$ cat src/rtl/uart_dbg_pkg.sv
// Shared constants and state encoding for the UART debug bridge.
package uart_dbg_pkg;

  localparam logic [7:0] CMD_READ  = 8'h52;
  localparam logic [7:0] CMD_WRITE = 8'h57;
  localparam logic [7:0] RSP_ACK   = 8'h06;
  localparam logic [7:0] RSP_NAK   = 8'h15;

  localparam int unsigned PAYLOAD_W = 40;
  localparam int unsigned NBYTES_W  = 3;

  typedef enum logic [2:0] {
    IDLE,
    GET_ADDR,
    GET_DATA,
    BUS,
    SEND,
    SEND_WAIT_START,
    SEND_WAIT_DONE
  } state_t;

endpackage

$ cat src/rtl/uart_byte_sender.sv
// Streams 1..5 bytes of a payload (LSB first) through the UART transmit handshake.
module uart_byte_sender
  import uart_dbg_pkg::*;
(
  input  logic                 clk,
  input  logic                 rst,
  input  logic                 start,
  input  logic [NBYTES_W-1:0]  nbytes,
  input  logic [PAYLOAD_W-1:0] payload,
  input  logic                 is_transmitting,
  output logic [7:0]           tx_byte,
  output logic                 transmit,
  output logic                 done
);

  state_t               state_q, state_d;
  logic [PAYLOAD_W-1:0] buf_q, buf_d, src_buf;
  logic [NBYTES_W-1:0]  left_q, left_d, src_left;
  logic [7:0]           tx_byte_d;
  logic                 transmit_d, done_d, can_fire;

  always_ff @(posedge clk) begin
    if (rst) begin
      state_q  <= IDLE;
      buf_q    <= '0;
      left_q   <= '0;
      tx_byte  <= '0;
      transmit <= 1'b0;
      done     <= 1'b0;
    end else begin
      state_q  <= state_d;
      buf_q    <= buf_d;
      left_q   <= left_d;
      tx_byte  <= tx_byte_d;
      transmit <= transmit_d;
      done     <= done_d;
    end
  end

  // A start with an idle UART fires the first byte on the same edge.
  always_comb begin
    state_d    = state_q;
    buf_d      = buf_q;
    left_d     = left_q;
    tx_byte_d  = tx_byte;
    transmit_d = 1'b0;
    done_d     = 1'b0;
    src_buf    = buf_q;
    src_left   = left_q;
    can_fire   = 1'b0;
    case (state_q)
      IDLE: begin
        if (start) begin
          src_buf  = payload;
          src_left = nbytes;
          buf_d    = payload;
          left_d   = nbytes;
          state_d  = SEND;
          can_fire = 1'b1;
        end
      end
      SEND: can_fire = 1'b1;
      SEND_WAIT_START: begin
        if (is_transmitting) state_d = SEND_WAIT_DONE;
      end
      SEND_WAIT_DONE: begin
        if (!is_transmitting) begin
          if (left_q != '0) begin
            state_d = SEND;
          end else begin
            state_d = IDLE;
            done_d  = 1'b1;
          end
        end
      end
      default: state_d = IDLE;
    endcase
    if (can_fire && !is_transmitting) begin
      tx_byte_d  = src_buf[7:0];
      buf_d      = src_buf >> 8;
      left_d     = src_left - NBYTES_W'(1);
      transmit_d = 1'b1;
      state_d    = SEND_WAIT_START;
    end
  end

endmodule

$ cat src/rtl/uart_dbg_bridge.sv
// Host debug responder: decodes UART command frames into single 32-bit bus reads/writes
// and returns status plus read data over the UART.
module uart_dbg_bridge
  import uart_dbg_pkg::*;
#(
  parameter int unsigned GAP_TIMEOUT = 1_000_000,
  parameter int unsigned BUS_TIMEOUT = 1024
) (
  input  logic        clk,
  input  logic        rst,
  input  logic [7:0]  rx_byte,
  input  logic        received,
  input  logic        recv_error,
  input  logic        is_transmitting,
  output logic [7:0]  tx_byte,
  output logic        transmit,
  output logic        bus_req,
  output logic        bus_we,
  output logic [31:0] bus_addr,
  output logic [31:0] bus_wdata,
  input  logic [31:0] bus_rdata,
  input  logic        bus_ack,
  output logic        busy
);

  localparam int unsigned GAP_W = $clog2(GAP_TIMEOUT + 1);
  localparam int unsigned BUS_W = $clog2(BUS_TIMEOUT + 1);
  localparam logic [GAP_W-1:0] GAP_LIMIT = GAP_W'(GAP_TIMEOUT);
  localparam logic [BUS_W-1:0] BUS_LAST  = BUS_W'(BUS_TIMEOUT - 1);

  state_t               state_q, state_d;
  logic [1:0]           cnt_q, cnt_d;
  logic                 is_write_q, is_write_d;
  logic [GAP_W-1:0]     gap_q, gap_d;
  logic [BUS_W-1:0]     bus_cnt_q, bus_cnt_d;
  logic                 bus_req_d, bus_we_d;
  logic [31:0]          bus_addr_d, bus_wdata_d;
  logic                 snd_start_c, snd_done;
  logic [NBYTES_W-1:0]  snd_nbytes_c;
  logic [PAYLOAD_W-1:0] snd_payload_c;

  always_ff @(posedge clk) begin
    if (rst) begin
      state_q    <= IDLE;
      cnt_q      <= '0;
      is_write_q <= 1'b0;
      gap_q      <= '0;
      bus_cnt_q  <= '0;
      bus_req    <= 1'b0;
      bus_we     <= 1'b0;
      bus_addr   <= '0;
      bus_wdata  <= '0;
      busy       <= 1'b0;
    end else begin
      state_q    <= state_d;
      cnt_q      <= cnt_d;
      is_write_q <= is_write_d;
      gap_q      <= gap_d;
      bus_cnt_q  <= bus_cnt_d;
      bus_req    <= bus_req_d;
      bus_we     <= bus_we_d;
      bus_addr   <= bus_addr_d;
      bus_wdata  <= bus_wdata_d;
      busy       <= (state_d != IDLE);
    end
  end

  always_comb begin
    state_d       = state_q;
    cnt_d         = cnt_q;
    is_write_d    = is_write_q;
    gap_d         = gap_q;
    bus_cnt_d     = bus_cnt_q;
    bus_req_d     = bus_req;
    bus_we_d      = bus_we;
    bus_addr_d    = bus_addr;
    bus_wdata_d   = bus_wdata;
    snd_start_c   = 1'b0;
    snd_nbytes_c  = NBYTES_W'(1);
    snd_payload_c = {32'd0, RSP_NAK};
    case (state_q)
      IDLE: begin
        gap_d = '0;
        if (!recv_error && received) begin
          if (rx_byte == CMD_READ || rx_byte == CMD_WRITE) begin
            is_write_d = (rx_byte == CMD_WRITE);
            cnt_d      = '0;
            state_d    = GET_ADDR;
          end else begin
            snd_start_c = 1'b1;
            state_d     = SEND;
          end
        end
      end
      // Little-endian fields shift in from the top; four bytes fill the word.
      GET_ADDR, GET_DATA: begin
        if (recv_error) begin
          state_d = IDLE;
        end else if (received) begin
          gap_d = '0;
          cnt_d = cnt_q + 2'd1;
          if (state_q == GET_ADDR) bus_addr_d  = {rx_byte, bus_addr[31:8]};
          else                     bus_wdata_d = {rx_byte, bus_wdata[31:8]};
          if (cnt_q == 2'd3) begin
            if (state_q == GET_ADDR && is_write_q) begin
              state_d = GET_DATA;
            end else begin
              state_d   = BUS;
              bus_req_d = 1'b1;
              bus_we_d  = is_write_q;
              bus_cnt_d = '0;
            end
          end
        end else if (gap_q >= GAP_LIMIT) begin
          state_d = IDLE;
        end else begin
          gap_d = gap_q + GAP_W'(1);
        end
      end
      // Ack takes priority over a timeout expiring in the same cycle.
      BUS: begin
        if (bus_ack) begin
          bus_req_d     = 1'b0;
          snd_start_c   = 1'b1;
          snd_nbytes_c  = bus_we ? NBYTES_W'(1) : NBYTES_W'(5);
          snd_payload_c = bus_we ? {32'd0, RSP_ACK} : {bus_rdata, RSP_ACK};
          state_d       = SEND;
        end else if (bus_cnt_q >= BUS_LAST) begin
          bus_req_d   = 1'b0;
          snd_start_c = 1'b1;
          state_d     = SEND;
        end else begin
          bus_cnt_d = bus_cnt_q + BUS_W'(1);
        end
      end
      SEND: begin
        if (snd_done) state_d = IDLE;
      end
      default: state_d = IDLE;
    endcase
  end

  uart_byte_sender u_sender (
    .clk             (clk),
    .rst             (rst),
    .start           (snd_start_c),
    .nbytes          (snd_nbytes_c),
    .payload         (snd_payload_c),
    .is_transmitting (is_transmitting),
    .tx_byte         (tx_byte),
    .transmit        (transmit),
    .done            (snd_done)
  );

endmodule

$ cat config.mk
export PLATFORM = sky130hd
export DESIGN_NAME = uart_dbg_bridge
export DESIGN_NICKNAME = d
export VERILOG_FILES = /design/src/rtl/uart_dbg_pkg.sv /design/src/rtl/uart_byte_sender.sv /design/src/rtl/uart_dbg_bridge.sv
export SDC_FILE = /design/constraint.sdc
export NUM_CORES = 1
export LEC_CHECK = 0
export CORE_ASPECT_RATIO = 1.1
export CORE_UTILIZATION = 38
export DETAILED_ROUTE_END_ITERATION = 7
export PLACE_DENSITY = 0.58
export RECOVER_POWER = 25
export SLEW_MARGIN = 10
export SYNTH_ARGS = -nofsm -noshare
export SYNTH_HDL_FRONTEND = slang
export SYNTH_SLANG_ARGS = --single-unit
export TNS_END_PERCENT = 20
$ cat constraint.sdc
create_clock -name clk -period 2.57 [get_ports clk]
set_input_delay 0.514 -clock clk [delete_from_list [all_inputs] [get_ports clk]]
set_output_delay 0.514 -clock clk [all_outputs]
set_load 0.01 [all_outputs]
==> qor.csv <==
stage,metric,value,unit
final_layout,num-nets-final,962,
cts,cts_buffer_depth,2,
worst_setup_path,worst-endpoint-arrival,2.76,ns
synthesis,post_synth.cell_area_avg,8.31,um2
worst_hold_path,min-delay-path-class,flop to flop,
synthesis,synth-seq-cells,160,
sta,finalHoldWorstSlack,0.454,ns
final_layout,post-route-util,52.8,%
outcome,status,finished clean,
placed_design,detailedPlacementHpwl,11500,um
pwr,vdd_ir_drop_max,0.436,mV
global_route,grt_start_max_net_pins,41,
cts,cts.reportedPaths.clkPinSlew,0.06,ns
final_layout,area_growth,35.2,%
final_layout,most-common-layout-cells,"dfxtp_1 (160), nand2_1 (157), a21oi_1 (119)",
global_route,via_count_of_the_first_global_routing_pass,5568,
sta,finalHoldViolCount,0,
worst_setup_path,crit_type,input pin to flop,
routing,detailroute.via_count,5870,
global_route,grt_remaining_overflow,0,
synthesis,mappedNetlistNets,826,
final_layout,number_of_antenna_diodes,0,
sta,finalWorstPathRequiredPeriod,2.42,ns
sta,grt_setup_unrepaired,false,
synthesis,synth-main-ff-cell,dfxtp_1,
sta,period_share,94.3,%
sta,report.final.setup_viol,0,
routing,drc,0,
floorplanning,height_of_the_die,139,um
worst_setup_path,required_time_of_the_critical_path,2.91,ns
cts,cts-htree-levels,4,
cts,cts.repair_timing.setup_buffer_count,0,
cts,hold_buffers,0,
floorplanning,die_width,126,um
routing,firstDrtPassIters,5,
placed_design,finalWeightedCongestion,0.803,
pwr,power_per_cell_area,627,mW/mm2
floorplanning,floorplan.die_area,0.0175,mm2
floorplanning,floorplan.rows,49,
cts,insertion_delay,0.42,ns
floorplanning,initial_core_utilization,39.1,%
worst_setup_path,endpoint_kind,flop,
floorplanning,pin_count,122,
routing,detailedRoute.firstIterationViolations,362,
synthesis,syn_area,0.00644,mm2
worst_setup_path,worstPathMaxFanout,6,
synthesis,synthCells,775,
global_route,first_pass_grt_wire_length,27400,um
routing,vias_per_cell,5.20,
sta,slew_viol_final,0,
routing,routed_wirelength,16300,um
synthesis,number_of_flops_mapped_to_enable_cells_by_yosys,0,
routing,ant_nets,0,
sta,fin_skew,0.0117,ns
cts,clock-root-buffer,clkbuf_16,
synthesis,seq_area_frac_synth,49.7,%
synthesis,yosysUniqueCellTypes,56,
global_route,antenna_found_initial,0,
floorplanning,core,0.0165,mm2
final_layout,nFillCells,1567,
global_route,groute.usage.overall,19.4,%
synthesis,asyncSetResetFlopFracSynth,0,%
pwr,power.leakage,0.00331,uW
final_layout,area.sequential,0.00320,mm2
cts,cts_inserted_buffers,17,
sta,slew-limit-headroom,55.4,%
cts,cts_resized,0,
synthesis,synthesis.yosys.warnings,0,
placed_design,io_buffers,121,
final_layout,layout_commonest_cell,dfxtp_1,
final_layout,share_of_cells_above_drive_strength_1,9.63,%
run,maxCapViolCount,0,
worst_setup_path,worstSetupStartpointType,input pin,
final_layout,multi_input_area,0.00297,mm2
routing,routed_wire_length_per_instance,14.5,um
sta,timing_worst_slew_pin_value,0.668,ns
cts,tritoncts,yes,
sta,max_clock_freq,413,MHz
cts,clkSinkCount,160,
## sequential cells by signal (all words and copies together) (netlist names)
name,flops
bus_wdata,32
u_sender.state_q,3
cnt_q,2
busy,1
gap_q,20
bus_addr,32
state_q,3
is_write_q,1
u_sender.transmit,1
u_sender.tx_byte,8
bus_cnt_q,11
u_sender.done,1
u_sender.buf_q,40
u_sender.left_q,3
bus_req,1
bus_we,1
## per-stage QoR
stage	setup WS, ns	total power (uW)	TNS [ns]	cell area, um2	std cells
after floorplan	0.319	2740	0	6440	775
after global placement	-0.180	2890	-6.52	8090	1096
after detailed placement	-0.243	2900	-8.44	8090	1096
after CTS	0.169	5530	0	8710	1128
after global routing	0.00501	5690	0	8710	1128
final	0.146	5460	0	8710	1128
## critical path, cell delays in order
cell	delay [ns]
clkdlybuf4s50_1	0.57
or3b_1	0.42
nor2_2	0.18
o2bb2ai_2	0.17
buf_4	0.17
and2_1	0.19
nor2_1	0.07
ha_1	0.19
a21o_1	0.16
mux2i_1	0.13
## cell type report
| type | count | area share (%) |
|---|---|---|
| inverter | 15 | 0.646 |
| sequential | 160 | 36.8 |
| timing repair buffer | 166 | 18.4 |
| clock buffer | 21 | 5.40 |
| tap | 204 | 2.93 |
| clock inverter | 11 | 1.75 |
| multi-input combinational | 551 | 34.1 |
## cells by family (layout without fill, tap and decap cells)
kind of cell	Yosys count	count (layout)	share of synthesized area (%)
flip-flops	160	160	49.7
AND/OR/NAND/NOR	313	313	22.6
buffers and inverters	64	213	4.37
adder cells (fa/ha/maj)	7	7	1.28
XOR/XNOR	15	15	2.04
AO/OA/AOI/OAI	212	212	19.4
multiplexers	4	4	0.641
## power by group
part | switching, uW | internal (uW)
Clock | 1010 | 1620
Sequential | 15.3 | 2500
Combinational | 170 | 158
## synth_stat cells, drive strengths merged, types with 2 or more instances
master	number	share of area, %
nor3	9	0.70
inv	15	0.87
o21a	5	0.70
buf	14	1.5
nand4bb	2	0.35
mux2i	3	0.47
nor2b	3	0.29
nand2b	6	0.58
nor2	46	2.7
clkbuf	35	2.0
nand4	5	0.49
o2bb2ai	3	0.50
o32ai	4	0.54
a21o	2	0.23
o31ai	2	0.23
dfxtp	160	50
and2	3	0.29
o21ai	22	1.7
or2	3	0.29
nand3	16	1.2
xnor2	8	1.1
or4	4	0.47
nand2	157	9.1
or3	14	1.4
nor4	4	0.39
ha	5	0.97
and3	35	3.4
maj3	2	0.31
a22o	6	0.82
a31oi	2	0.19
o211ai	7	0.82
o22ai	32	3.1
nor3b	2	0.23
a21oi	119	9.2
xor2	7	0.95
## path summary, 6_finish.rpt
path | start | to | slack, ns | depth (start not counted)
setup / recovery | received | u_sender.left_q[2]$_SDFF_PP0_ | 0.15 | 10
hold / removal | bus_wdata[2]$_SDFFE_PP0P_ | bus_wdata[2]$_SDFFE_PP0P_ | 0.45 | 2
setup reg to reg | bus_cnt_q[0]$_SDFFE_PP0P_ | u_sender.buf_q[11]$_SDFF_PP0_ | 0.36 | 8
hold reg to reg | bus_wdata[2]$_SDFFE_PP0P_ | bus_wdata[2]$_SDFFE_PP0P_ | 0.45 | 2
## routing by layer
layer / track usage (%) / wire [um]
met5: 0 / 0
met4: 7.67 / 253
met3: 4.82 / 777
met2: 30.5 / 7910
met1: 25.5 / 7370
Note: power is estimated with default switching activity, not from simulation.
